<file path="src/rtl/bus_arbiter4.sv">
// Round-robin arbiter for four requesters sharing one result bus, plus the
// output register that holds the winning word under a valid/ready handshake.
module bus_arbiter4 #(
  parameter int WIDTH = 32
) (
  input  logic             clk,
  input  logic             rst_n,
  input  logic [3:0]       req,
  input  logic [WIDTH-1:0] in0,
  input  logic [WIDTH-1:0] in1,
  input  logic [WIDTH-1:0] in2,
  input  logic [WIDTH-1:0] in3,
  input  logic             ready,
  output logic [3:0]       gnt,
  output logic [1:0]       sel,
  output logic [WIDTH-1:0] out,
  output logic             valid
);

  // Handshake: the word in `out` transfers to the consumer on a rising edge
  // where valid and ready are both high; valid never drops without a transfer.
  typedef enum logic {EMPTY = 1'b0, FULL = 1'b1} state_t;

  state_t           state_q, state_d;
  logic [1:0]       sel_q, sel_d;
  logic [1:0]       ptr_q, ptr_d;
  logic [WIDTH-1:0] out_q, out_d;

  logic             any;
  logic             accept;
  logic             load;
  logic [1:0]       eff_ptr;
  logic [1:0]       idx;
  logic [1:0]       win;
  logic             found;
  logic [WIDTH-1:0] mux_out;

  always_comb begin
    any     = |req;
    accept  = (state_q == FULL) & ready;
    load    = any & ((state_q == EMPTY) | accept);
    // The source being accepted this cycle drops to lowest priority at once.
    eff_ptr = accept ? (sel_q + 2'd1) : ptr_q;

    win   = eff_ptr;
    found = 1'b0;
    idx   = eff_ptr;
    for (int k = 0; k < 4; k++) begin
      idx = eff_ptr + 2'(k);
      if (!found && req[idx]) begin
        win   = idx;
        found = 1'b1;
      end
    end

    case (win)
      2'd0:    mux_out = in0;
      2'd1:    mux_out = in1;
      2'd2:    mux_out = in2;
      default: mux_out = in3;
    endcase

    gnt = (load && rst_n) ? (4'b0001 << win) : 4'b0000;

    state_d = state_q;
    sel_d   = sel_q;
    out_d   = out_q;
    ptr_d   = accept ? (sel_q + 2'd1) : ptr_q;
    if (load) begin
      state_d = FULL;
      sel_d   = win;
      out_d   = mux_out;
    end else if (accept) begin
      state_d = EMPTY;
    end
  end

  always_ff @(posedge clk or negedge rst_n) begin
    if (!rst_n) begin
      state_q <= EMPTY;
      sel_q   <= 2'b00;
      ptr_q   <= 2'b00;
      out_q   <= '0;
    end else begin
      state_q <= state_d;
      sel_q   <= sel_d;
      ptr_q   <= ptr_d;
      out_q   <= out_d;
    end
  end

  assign valid = (state_q == FULL);
  assign sel   = sel_q;
  assign out   = out_q;

endmodule

</file>
<file path="config.mk">
export PLATFORM = sky130hd
export DESIGN_NAME = bus_arbiter4
export DESIGN_NICKNAME = d
export VERILOG_FILES = /design/src/rtl/bus_arbiter4.sv
export SDC_FILE = /design/constraint.sdc
export NUM_CORES = 1
export LEC_CHECK = 0
export ABC_AREA = 1
export BUFFER_PORTS_ARGS = -buffer_cell sky130_fd_sc_hd__buf_2
export CORE_UTILIZATION = 41
export CTS_CLUSTER_DIAMETER = 150
export DETAILED_ROUTE_END_ITERATION = 7
export GPL_ROUTABILITY_DRIVEN = 0
export PLACE_DENSITY = 0.77
export SETUP_SLACK_MARGIN = 0.3
export SYNTH_ARGS = -nofsm -noshare
export SYNTH_HDL_FRONTEND = slang
export SYNTH_SLANG_ARGS = --single-unit
</file>
<file path="constraint.sdc">
create_clock -name clk -period 2.22 [get_ports clk]
set_clock_uncertainty 0.05 [all_clocks]
set_input_delay 0 -clock clk [delete_from_list [all_inputs] [get_ports clk]]
set_output_delay 0 -clock clk [all_outputs]
set_load 0.05 [all_outputs]
</file>
==> results of run 1 <==
[power breakdown]
part | leakage (nW) | internal (mW) | total [mW] | switching, mW
Clock | 0.0542 | 0.281 | 0.526 | 0.245
Combinational | 2.48 | 3.12 | 7.83 | 4.71
Sequential | 0.446 | 1.01 | 1.19 | 0.180
Total | 2.98 | 4.41 | 9.54 | 5.13
[placed cells by master, fill, tap and decap left out, drive strengths merged, types with 3 or more instances in the layout]
master	synthesis	final
o21bai	11	11
o21ai	16	16
nand4	29	29
inv	53	53
dlygate4sd3	0	31
clkbuf	9	8
nor3	4	4
nor2	3	3
nand3	61	61
nand2	223	224
nand3b	35	35
buf	27	221
dfrtp	37	37
[layer usage]
metal / GRT usage, % / vias to the layer above / routed length (um)
li1: - / 2106 / -
met1: 34.8 / 2019 / 4800
met2: 51.9 / 249 / 6250
met3: 4.74 / 40 / 886
met4: 10.9 / 0 / 342
met5: 0 / - / 0
[critical path, delay by kind of cell (launching register included)]
| kind | cells | cell delay [ns] |
|---|---|---|
| and+or+nand+nor | 9 | 0.93 |
| buffers and inverters | 5 | 0.61 |
| DFF | 1 | 0.45 |
| AOI/OAI and AO/OA | 1 | 0.17 |
[what timing repair did]
item / in CTS / in global routing
endpoints found under the hold margin: 65 / 0
endpoints found under the setup margin: 38 / 38
resized for setup: 52 / 25
cloned: 3 / 3
setup buffers: 8 / 4
pin swaps: 19 / 14
hold buffers: 32 / 0
[cell usage after synthesis]
library cell / instances
nand2_4: 1
nand2_2: 5
inv_1: 49
buf_6: 2
a21oi_2: 1
nor2_2: 1
a21oi_1: 1
dfrtp_1: 37
clkbuf_1: 9
o21bai_1: 11
nor3_1: 4
buf_2: 15
nand3_1: 60
nand4_1: 29
buf_4: 5
nand3_2: 1
o21ai_0: 12
inv_2: 4
nor2_4: 2
nand3b_1: 35
nand2_1: 217
o21ai_1: 4
nor4_1: 1
buf_1: 5
[state kept, by name, indices dropped and copies added (netlist names)]
name	count
out	32
ptr_q	2
sel	2
valid	1
[worst max-delay path by stage]
stage                        from            endpoint
2_1_floorplan   valid$_DFFE_PN0P_              gnt[0]
3_3_place_gp    valid$_DFFE_PN0P_              gnt[1]
3_5_place_dp    valid$_DFFE_PN0P_              gnt[1]
4_1_cts        sel[0]$_DFFE_PN0P_              gnt[1]
5_1_grt        sel[0]$_DFFE_PN0P_  out[2]$_DFFE_PN0P_
6_report        valid$_DFFE_PN0P_              gnt[1]
[cell type report]
type	count	share of cell area, %
clock inverter	1	0.0951
timing repair buffer	255	34.4
tap	99	2.35
inverter	53	3.92
clock buffer	7	1.83
sequential	37	17.7
multi-input combinational	386	39.7
[cell families (layout without fill, tap and decap cells)]
family | count (synthesis) | in the layout | share of synthesized area [%]
buffers and inverters | 89 | 316 | 12.3
AND/OR/NAND/NOR | 356 | 357 | 52.8
AO/OA/AOI/OAI | 29 | 29 | 5.59
flip-flops | 37 | 37 | 29.3
==> out/metrics.yaml, run 1 <==
yosys:
  synth_top_area_share_pct: 29.3
  yosys.area.top_type: "dfrtp_1"
  synth_cells: 511
  synth_area_leaders: "dfrtp_1 29%, nand2_1 26%, nand3_1 9.5%"
  ys_warn_count: 0
  ys_seq_area_share_pct: 29.3
  avgSynthCellArea_um2: 6.18
  ys_ff_latch: 37
  synth.distinct_cells: 24
  synth_nets: 646
  synthesis.area_um2: 3160
outcome:
  violations: "negative hold slack, negative setup slack"
  status: "finished with violations"
power:
  ir_drop_uv: 991
  p_per_area_nw_per_um2: 1810
  power_leakage_nw: 2.98
  total_power_mw: 9.54
clocking:
  clockBufferDepth: 2
  cts_tree: "done"
  clock_latency_ns: 0.28
  numCtsBuffers: 5
  h-tree-depth: 2
  cts-root-buf: "clkbuf_8"
  cts.sinks: 37
  clk_pin_slew_ns: 0.07
detailed_routing:
  wirelength_um: 12300
  routedWlPerCell_um: 14.6
  via_per_inst: 5.27
  firstDrtPassIters: 5
  antenna_left: 0
  num_vias: 4414
  drtIter0Drc: 215
  drc: 0
timing:
  worst_pin_slew_ns: 0.560
  slew_headroom_pct: 62.3
  max_freq_mhz: 403
  worst_slack_ns: -0.261
  period_needed_ns: 2.48
  setup_violations: 37
  hold_violations: 1
  tns_ns: -6.17
  whs_ns: -0.00216
  finalMaxSlewViolations: 0
  min_period_over_period_pct: 112
  grt_setup_unrepaired: "yes"
die:
  dieArea_um2: 8050
  row_count: 31
  start_util_pct: 43.0
  io_pins: 174
  die_w_um: 89.7
  core_um2: 7330
  die_y_um: 89.7
worst_setup_path:
  endpoint_kind: "output port"
  path_cells: "nand3_1 > nand2_4 > buf_4 > nand2_4 > nand2_2 > o21ai_2 > nor2_4 > nand2_2 > nand2_2 > nand2_4 > inv_4 > buf_6 > buf_6 > nor3_4 > buf_6"
  worstPathMaxFanout: 5
  reg2reg_from: "valid$_DFFE_PN0P_"
  worst_path_largest_cell_delay_ns: 0.45
  crit_arrival_ns: 2.43
  cp_slowest_cell: "dfrtp_2"
  r2r-end: "out[30]$_DFFE_PN0P_"
  ff2ff_path_depth: 17
  cp-start-kind: "flip-flop"
  crit_type: "flip-flop to output port"
  r2r_slack_ns: -0.22
  required_ns: 2.17
layout:
  fin_cells: 838
  fin_util_pct: 71.8
  area_delta_synth_final_pct: 66.7
  final_nets: 873
  drive_gt1_share_pct: 38.6
  fillers: 595
  multi_input_area_um2: 2090
  fin_area_um2: 5260
  regArea_um2: 930
  antenna_cells: 0
hold_path:
  hold_path.class: "input port to flip-flop"
  min_to: "out[31]$_DFFE_PN0P_"
  worstHoldStart: "in2[31]"
  holdPathStages: 5
job:
  maxCapViolations: 0
placed_design:
  dpl_worst_slack_ns: -0.189
  dpl-instance-area_um2: 4320
  dpl.cell_count: 780
  numPortBuffers: 173
  hpwlAfterDp_um: 8030
global_routing:
  grt_antenna_before_repair: 0
  grt_start_max_net_pins: 38
  first_global_vias: 4138
  grt_pass1_wl_um: 19200
  overflow: 0
  track_usage_pct: 29.0
No activity file was read; power rests on OpenSTA's default activity.
==> run 2, diff against run 1 <==
- CELL_PAD_IN_SITES_DETAIL_PLACEMENT: default -> 0
- CELL_PAD_IN_SITES_GLOBAL_PLACEMENT: default -> 1
- CORE_UTILIZATION: 41 -> 26
- PLACE_DENSITY: 0.77 -> 0.74
==> run 2 against run 1 <==
Net effect:
- the flow finishes with violations (design-rule violations, negative setup slack)
- highest routed layer unchanged
- final area up 9.5%
- die area up 56%
- combinational power up 14%
- critical path type unchanged
- non-clock buffer count up 9
- register-to-register slack worse by 0.03 ns
- via count down 4.3%
- largest power group unchanged
==> out/metrics.yaml, run 2 (synthesis gave the netlist of run 1 again) <==
timing:
  tns_ns: -7.03
  grt_setup_unrepaired: "yes"
  worst_pin_slew_ns: 0.552
  worst_slack_ns: -0.257
  period_needed_ns: 2.48
  finalMaxSlewViolations: 0
  hold_violations: 0
  slew_headroom_pct: 62.8
  min_period_over_period_pct: 112
  max_freq_mhz: 404
  setup_violations: 37
  whs_ns: 0.0000576
worst_setup_path:
  path_cells: "nand2_4 > nand2_2 > nand2_8 > nand2_2 > nand3_2 > nand2_4 > a21oi_4 > nand2_2 > nand2_2 > nand2_4 > buf_8 > buf_12 > nor3_4 > buf_6"
  r2r_slack_ns: -0.25
  cp_slowest_cell: "dfrtp_2"
  worstPathMaxFanout: 7
  crit_cells: 14
  required_ns: 2.17
  worst_path_largest_cell_delay_ns: 0.46
  ff2ff_path_depth: 18
  crit_type: "flip-flop to output port"
  cpLargestDelayFamily: "simple AND/OR/NAND/NOR gates"
  cp-start-kind: "flip-flop"
  path_buf_inv: 3
  r2r-end: "out[9]$_DFFE_PN0P_"
  crit_arrival_ns: 2.43
  endpoint_kind: "output port"
  reg2reg_from: "valid$_DFFE_PN0P_"
  path_common_cell: "nand2_2"
global_routing:
  grt_pass1_wl_um: 20400
  track_usage_pct: 20.4
  grt_start_max_net_pins: 38
  first_global_vias: 4137
  overflow: 0
  grt_antenna_before_repair: 1
hold_path:
  holdPathStages: 5
  hold_path.class: "input port to flip-flop"
  min_to: "out[24]$_DFFE_PN0P_"
  worstHoldStart: "in2[24]"
layout:
  layout_commonest_cell: "nand2_1"
  fin_area_um2: 5760
  largest_register_ffs: 32
  drive_gt1_share_pct: 44.4
  fillers: 1171
  final_nets: 883
  area_delta_synth_final_pct: 82.5
  final_cell_mix: "183 x nand2_1, 169 x buf_2, 47 x inv_1"
placed_design:
  dpl_worst_slack_ns: -0.273
  numPortBuffers: 173
  hpwlAfterDp_um: 8870
  dpl-instance-area_um2: 4450
detailed_routing:
  num_vias: 4226
  firstDrtPassIters: 6
  drc: 11
  via_per_inst: 4.74
  routedWlPerCell_um: 15.0
  drtIter0Drc: 205
  antenna_left: 0
  wirelength_um: 13400
clocking:
  clk_pin_slew_ns: 0.06
  h-tree-depth: 2
  cts-root-buf: "clkbuf_16"
  cts.sinks: 37
  clock_latency_ns: 0.28
  numCtsBuffers: 5
  clockBufferDepth: 2
  cts_tree: "done"
die:
  row_count: 39
  die_y_um: 112
  dieArea_um2: 12600
  start_util_pct: 27.2
  io_pins: 174
  die_w_um: 112
  core_um2: 11600
outcome:
  status: "finished with violations"
  violations: "design-rule violations, negative setup slack"
power:
  ir_drop_uv: 913
  power_leakage_nw: 3.19
  p_per_area_nw_per_um2: 1880
  total_power_mw: 10.8
job:
  maxCapViolations: 0
## run 2: cell types whose count changed in the layout (fill, tap and decap cells not counted), sizes merged
cell	before	now
clkbuf	8	10
dlygate4sd3	31	25
clkinv	1	0
buf	221	235
diode	0	1
nand2	224	225
bufbuf	2	1
## run 2: layer usage
| layer | track usage [%] | routed length, um | up-vias |
|---|---|---|---|
| met2 | 36.7 | 6810 | 127 |
| met3 | 3.29 | 686 | 14 |
| met5 | 0 | 0 | - |
| met1 | 24.8 | 5660 | 1955 |
| li1 | - | - | 2130 |
| met4 | 6.31 | 234 | 0 |
## run 2: area by class of cell
| type | count | area, um^2 | area share (%) |
|---|---|---|---|
| diodes | 1 | 2.50 | 0.0434 |
| well taps | 143 | 179 | 3.11 |
| repair buffers | 264 | 1990 | 34.6 |
| multi-input cells | 387 | 2310 | 40.1 |
| flip-flops and latches | 37 | 930 | 16.1 |
| inverters | 53 | 204 | 3.54 |
| clock buffers | 7 | 143 | 2.48 |
## run 2: stage by stage
step / utilization (%) / instances
5_1_grt: 49.6 / 892
3_5_place_dp: 38.3 / 824
2_1_floorplan: - / 511
3_3_place_gp: 38.3 / 824
4_1_cts: 46.8 / 884
6_report: 49.6 / 892
## run 2: power by group
| group | switching (mW) | internal, mW | leakage, nW | total [mW] |
|---|---|---|---|---|
| Clock | 0.272 | 0.441 | 0.0700 | 0.713 |
| Combinational | 5.15 | 3.78 | 2.67 | 8.93 |
| Sequential | 0.186 | 1.01 | 0.446 | 1.20 |
## run 2: tightest hold or removal path, cell delays in order
cell and delay (ns):
buf_2 0.09, o21ai_2 0.06, nand3_2 0.06, nand2_1 0.04
nand2_1 0.04
## run 2: timing repair
action | 4_1_cts | 5_1_grt
buffers inserted | 23 | 4
resized for setup | 84 | 53
hold endpoints to repair | 60 | 0
gates cloned | 5 | 3
pin swaps | 29 | 31
setup endpoints to repair | 38 | 38
hold buffers | 25 | 0
## run 2: worst max path at each step
stage                        from                  end  slack (ns)
4_1_cts        sel[0]$_DFFE_PN0P_               gnt[1]       -0.18
5_1_grt         valid$_DFFE_PN0P_   out[9]$_DFFE_PN0P_       -0.40
6_report        valid$_DFFE_PN0P_               gnt[0]       -0.26
3_3_place_gp    valid$_DFFE_PN0P_   out[7]$_DFFE_PN0P_       -0.16
2_1_floorplan   valid$_DFFE_PN0P_               gnt[0]        -0.1
3_5_place_dp    valid$_DFFE_PN0P_  out[12]$_DFFE_PN0P_       -0.27
==> run 3, diff against run 2 <==
- MAX_ROUTING_LAYER: default -> met4
==> run 3 against run 2 <==
Net effect:
- the run ends with design-rule violations, negative hold slack, negative setup slack left
- clock-buffer cell count stayed put
- sequential share of layout area grew 0.16 points
- via count rose by 1.0%
- die area did not move
- hold slack got worse by 0.00057 ns
- non-clock buffer count unchanged
- register-to-register slack improved by 0.04 ns
- routed wire length rose by 0.13%
- first-iteration DRC count shrank 7.3%
- flip-flop and latch count did not move
- final area shrank 1.0%
- clock power fell by 0.7%
- largest cell class unchanged
- largest power group unchanged
==> out/metrics.yaml, run 3 (synthesis gave the netlist of run 1 again) <==
global_routing:
  first_global_vias: 4131
  grt_start_max_net_pins: 38
  grt_antenna_before_repair: 1
  overflow: 0
  track_usage_pct: 21.0
  grt_pass1_wl_um: 20400
layout:
  multi_input_area_um2: 2250
  largest_register_ffs: 32
  fin_area_um2: 5700
  drive_gt1_share_pct: 43.7
  fillers: 1177
  fin_cells: 892
  regArea_um2: 930
  layout_commonest_cell: "nand2_1"
  fin_util_pct: 49.1
  area_delta_synth_final_pct: 80.7
  final_nets: 883
  final_cell_mix: "189 x nand2_1, 169 x buf_2, 47 x inv_1"
timing:
  worst_slack_ns: -0.234
  period_needed_ns: 2.45
  whs_ns: -0.000516
  setup_violations: 36
  max_freq_mhz: 407
  finalMaxSlewViolations: 0
  hold_violations: 1
  slew_headroom_pct: 62.0
  worst_pin_slew_ns: 0.565
  min_period_over_period_pct: 111
  grt_setup_unrepaired: "yes"
die:
  die_w_um: 112
  io_pins: 174
  die_y_um: 112
  core_um2: 11600
  row_count: 39
  dieArea_um2: 12600
  start_util_pct: 27.2
worst_setup_path:
  required_ns: 2.17
  cp-start-kind: "flip-flop"
  worst_path_largest_cell_delay_ns: 0.43
  cpLargestDelayFamily: "simple AND/OR/NAND/NOR gates"
  cp_slowest_cell: "dfrtp_2"
  crit_type: "flip-flop to output port"
  crit_arrival_ns: 2.40
  path_buf_inv: 5
  path_cells: "inv_2 > nand2_1 > nand2_1 > nand2_2 > buf_6 > nand3_4 > nand2_4 > nand2_2 > o21ai_4 > nor2_4 > nand2_2 > nand2_2 > nand2_4 > buf_8 > buf_12 > nor3_4 > buf_6"
  endpoint_kind: "output port"
  worstPathMaxFanout: 7
  path_common_cell: "nand2_2"
detailed_routing:
  antenna_left: 0
  drtIter0Drc: 190
  firstDrtPassIters: 6
  routedWlPerCell_um: 15.0
  num_vias: 4270
  via_per_inst: 4.79
  wirelength_um: 13400
  drc: 11
clocking:
  h-tree-depth: 2
  cts_tree: "done"
  clock_latency_ns: 0.28
  clk_pin_slew_ns: 0.06
  clockBufferDepth: 2
  numCtsBuffers: 5
  cts.sinks: 37
  cts-root-buf: "clkbuf_16"
outcome:
  violations: "design-rule violations, negative hold slack, negative setup slack"
  status: "finished with violations"
power:
  p_per_area_nw_per_um2: 1910
  power_leakage_nw: 3.16
  ir_drop_uv: 846
placed_design:
  dpl-instance-area_um2: 4450
  hpwlAfterDp_um: 8870
  numPortBuffers: 173
  dpl.cell_count: 824
hold_path:
  hold_path.class: "input port to flip-flop"
job:
  maxCapViolations: 0
==> run 3: layout make-up <==
cell class                 count  area share, %
antenna                        1         0.0439
inverter                      53           3.62
sequential                    37           16.3
tap                          143           3.14
timing repair buffer         264           34.8
multi-input combinational    387           39.5
clock buffer                   7           2.50
==> run 3: path summary, 6_finish.rpt <==
path | start | endpoint | slack (ns) | depth (start not counted)
min | in1[21] | out[21]$_DFFE_PN0P_ | -0.0005 | 5
min in group asynchronous | rst_n | sel[0]$_DFFE_PN0P_ | 0.27 | 3
max in group asynchronous | rst_n | sel[1]$_DFFE_PN0P_ | 1.48 | 3
min reg2reg | out[15]$_DFFE_PN0P_ | out[15]$_DFFE_PN0P_ | 0.42 | 2
max | sel[0]$_DFFE_PN0P_ | gnt[0] | -0.23 | 17
max reg2reg | sel[0]$_DFFE_PN0P_ | out[27]$_DFFE_PN0P_ | -0.21 | 20
==> run 3: tightest hold or removal path, delay by kind of cell <==
family | cells | cell delay [ns]
and+or+nand+nor | 3 | 0.16
AOI/OAI and AO/OA | 1 | 0.06
buffers and inverters | 1 | 0.08
==> run 3: stage by stage <==
step	power [mW]	setup TNS (ns)	setup WS (ns)	hold slack, ns
2_1_floorplan	5.75	-1.89	-0.0997	-0.346
3_3_place_gp	7.49	-4.44	-0.157	0.0565
3_5_place_dp	7.57	-8.05	-0.273	0.0607
4_1_cts	9.99	-4.15	-0.175	0.00123
5_1_grt	11.6	-12.41	-0.389	0.0161
6_report	10.9	-6.42	-0.234	-0.000516
==> run 3: layer usage <==
layer | GRT usage [%] | part of all wire, % | wire [um] | vias to the layer above
met5 | - | 0 | 0 | -
met4 | 6.31 | 2.1 | 286 | 0
met3 | 2.97 | 6.0 | 811 | 22
met2 | 36.7 | 50 | 6740 | 155
met1 | 25.0 | 42 | 5570 | 1962
li1 | - | - | - | 2131
==> run 3: where the power goes <==
part	internal [mW]	switching [mW]	total, mW
Sequential	1.01	0.181	1.19
Combinational	3.81	5.20	9.01
Clock	0.441	0.267	0.708
==> run 3: timing repair <==
item | CTS | global route
setup buffers | 23 | 2
resized for setup | 84 | 36
hold buffers | 25 | 0
pin swaps | 29 | 18
cloned | 5 | 5
hold endpoints to repair | 60 | 0
setup endpoints to repair | 38 | 38
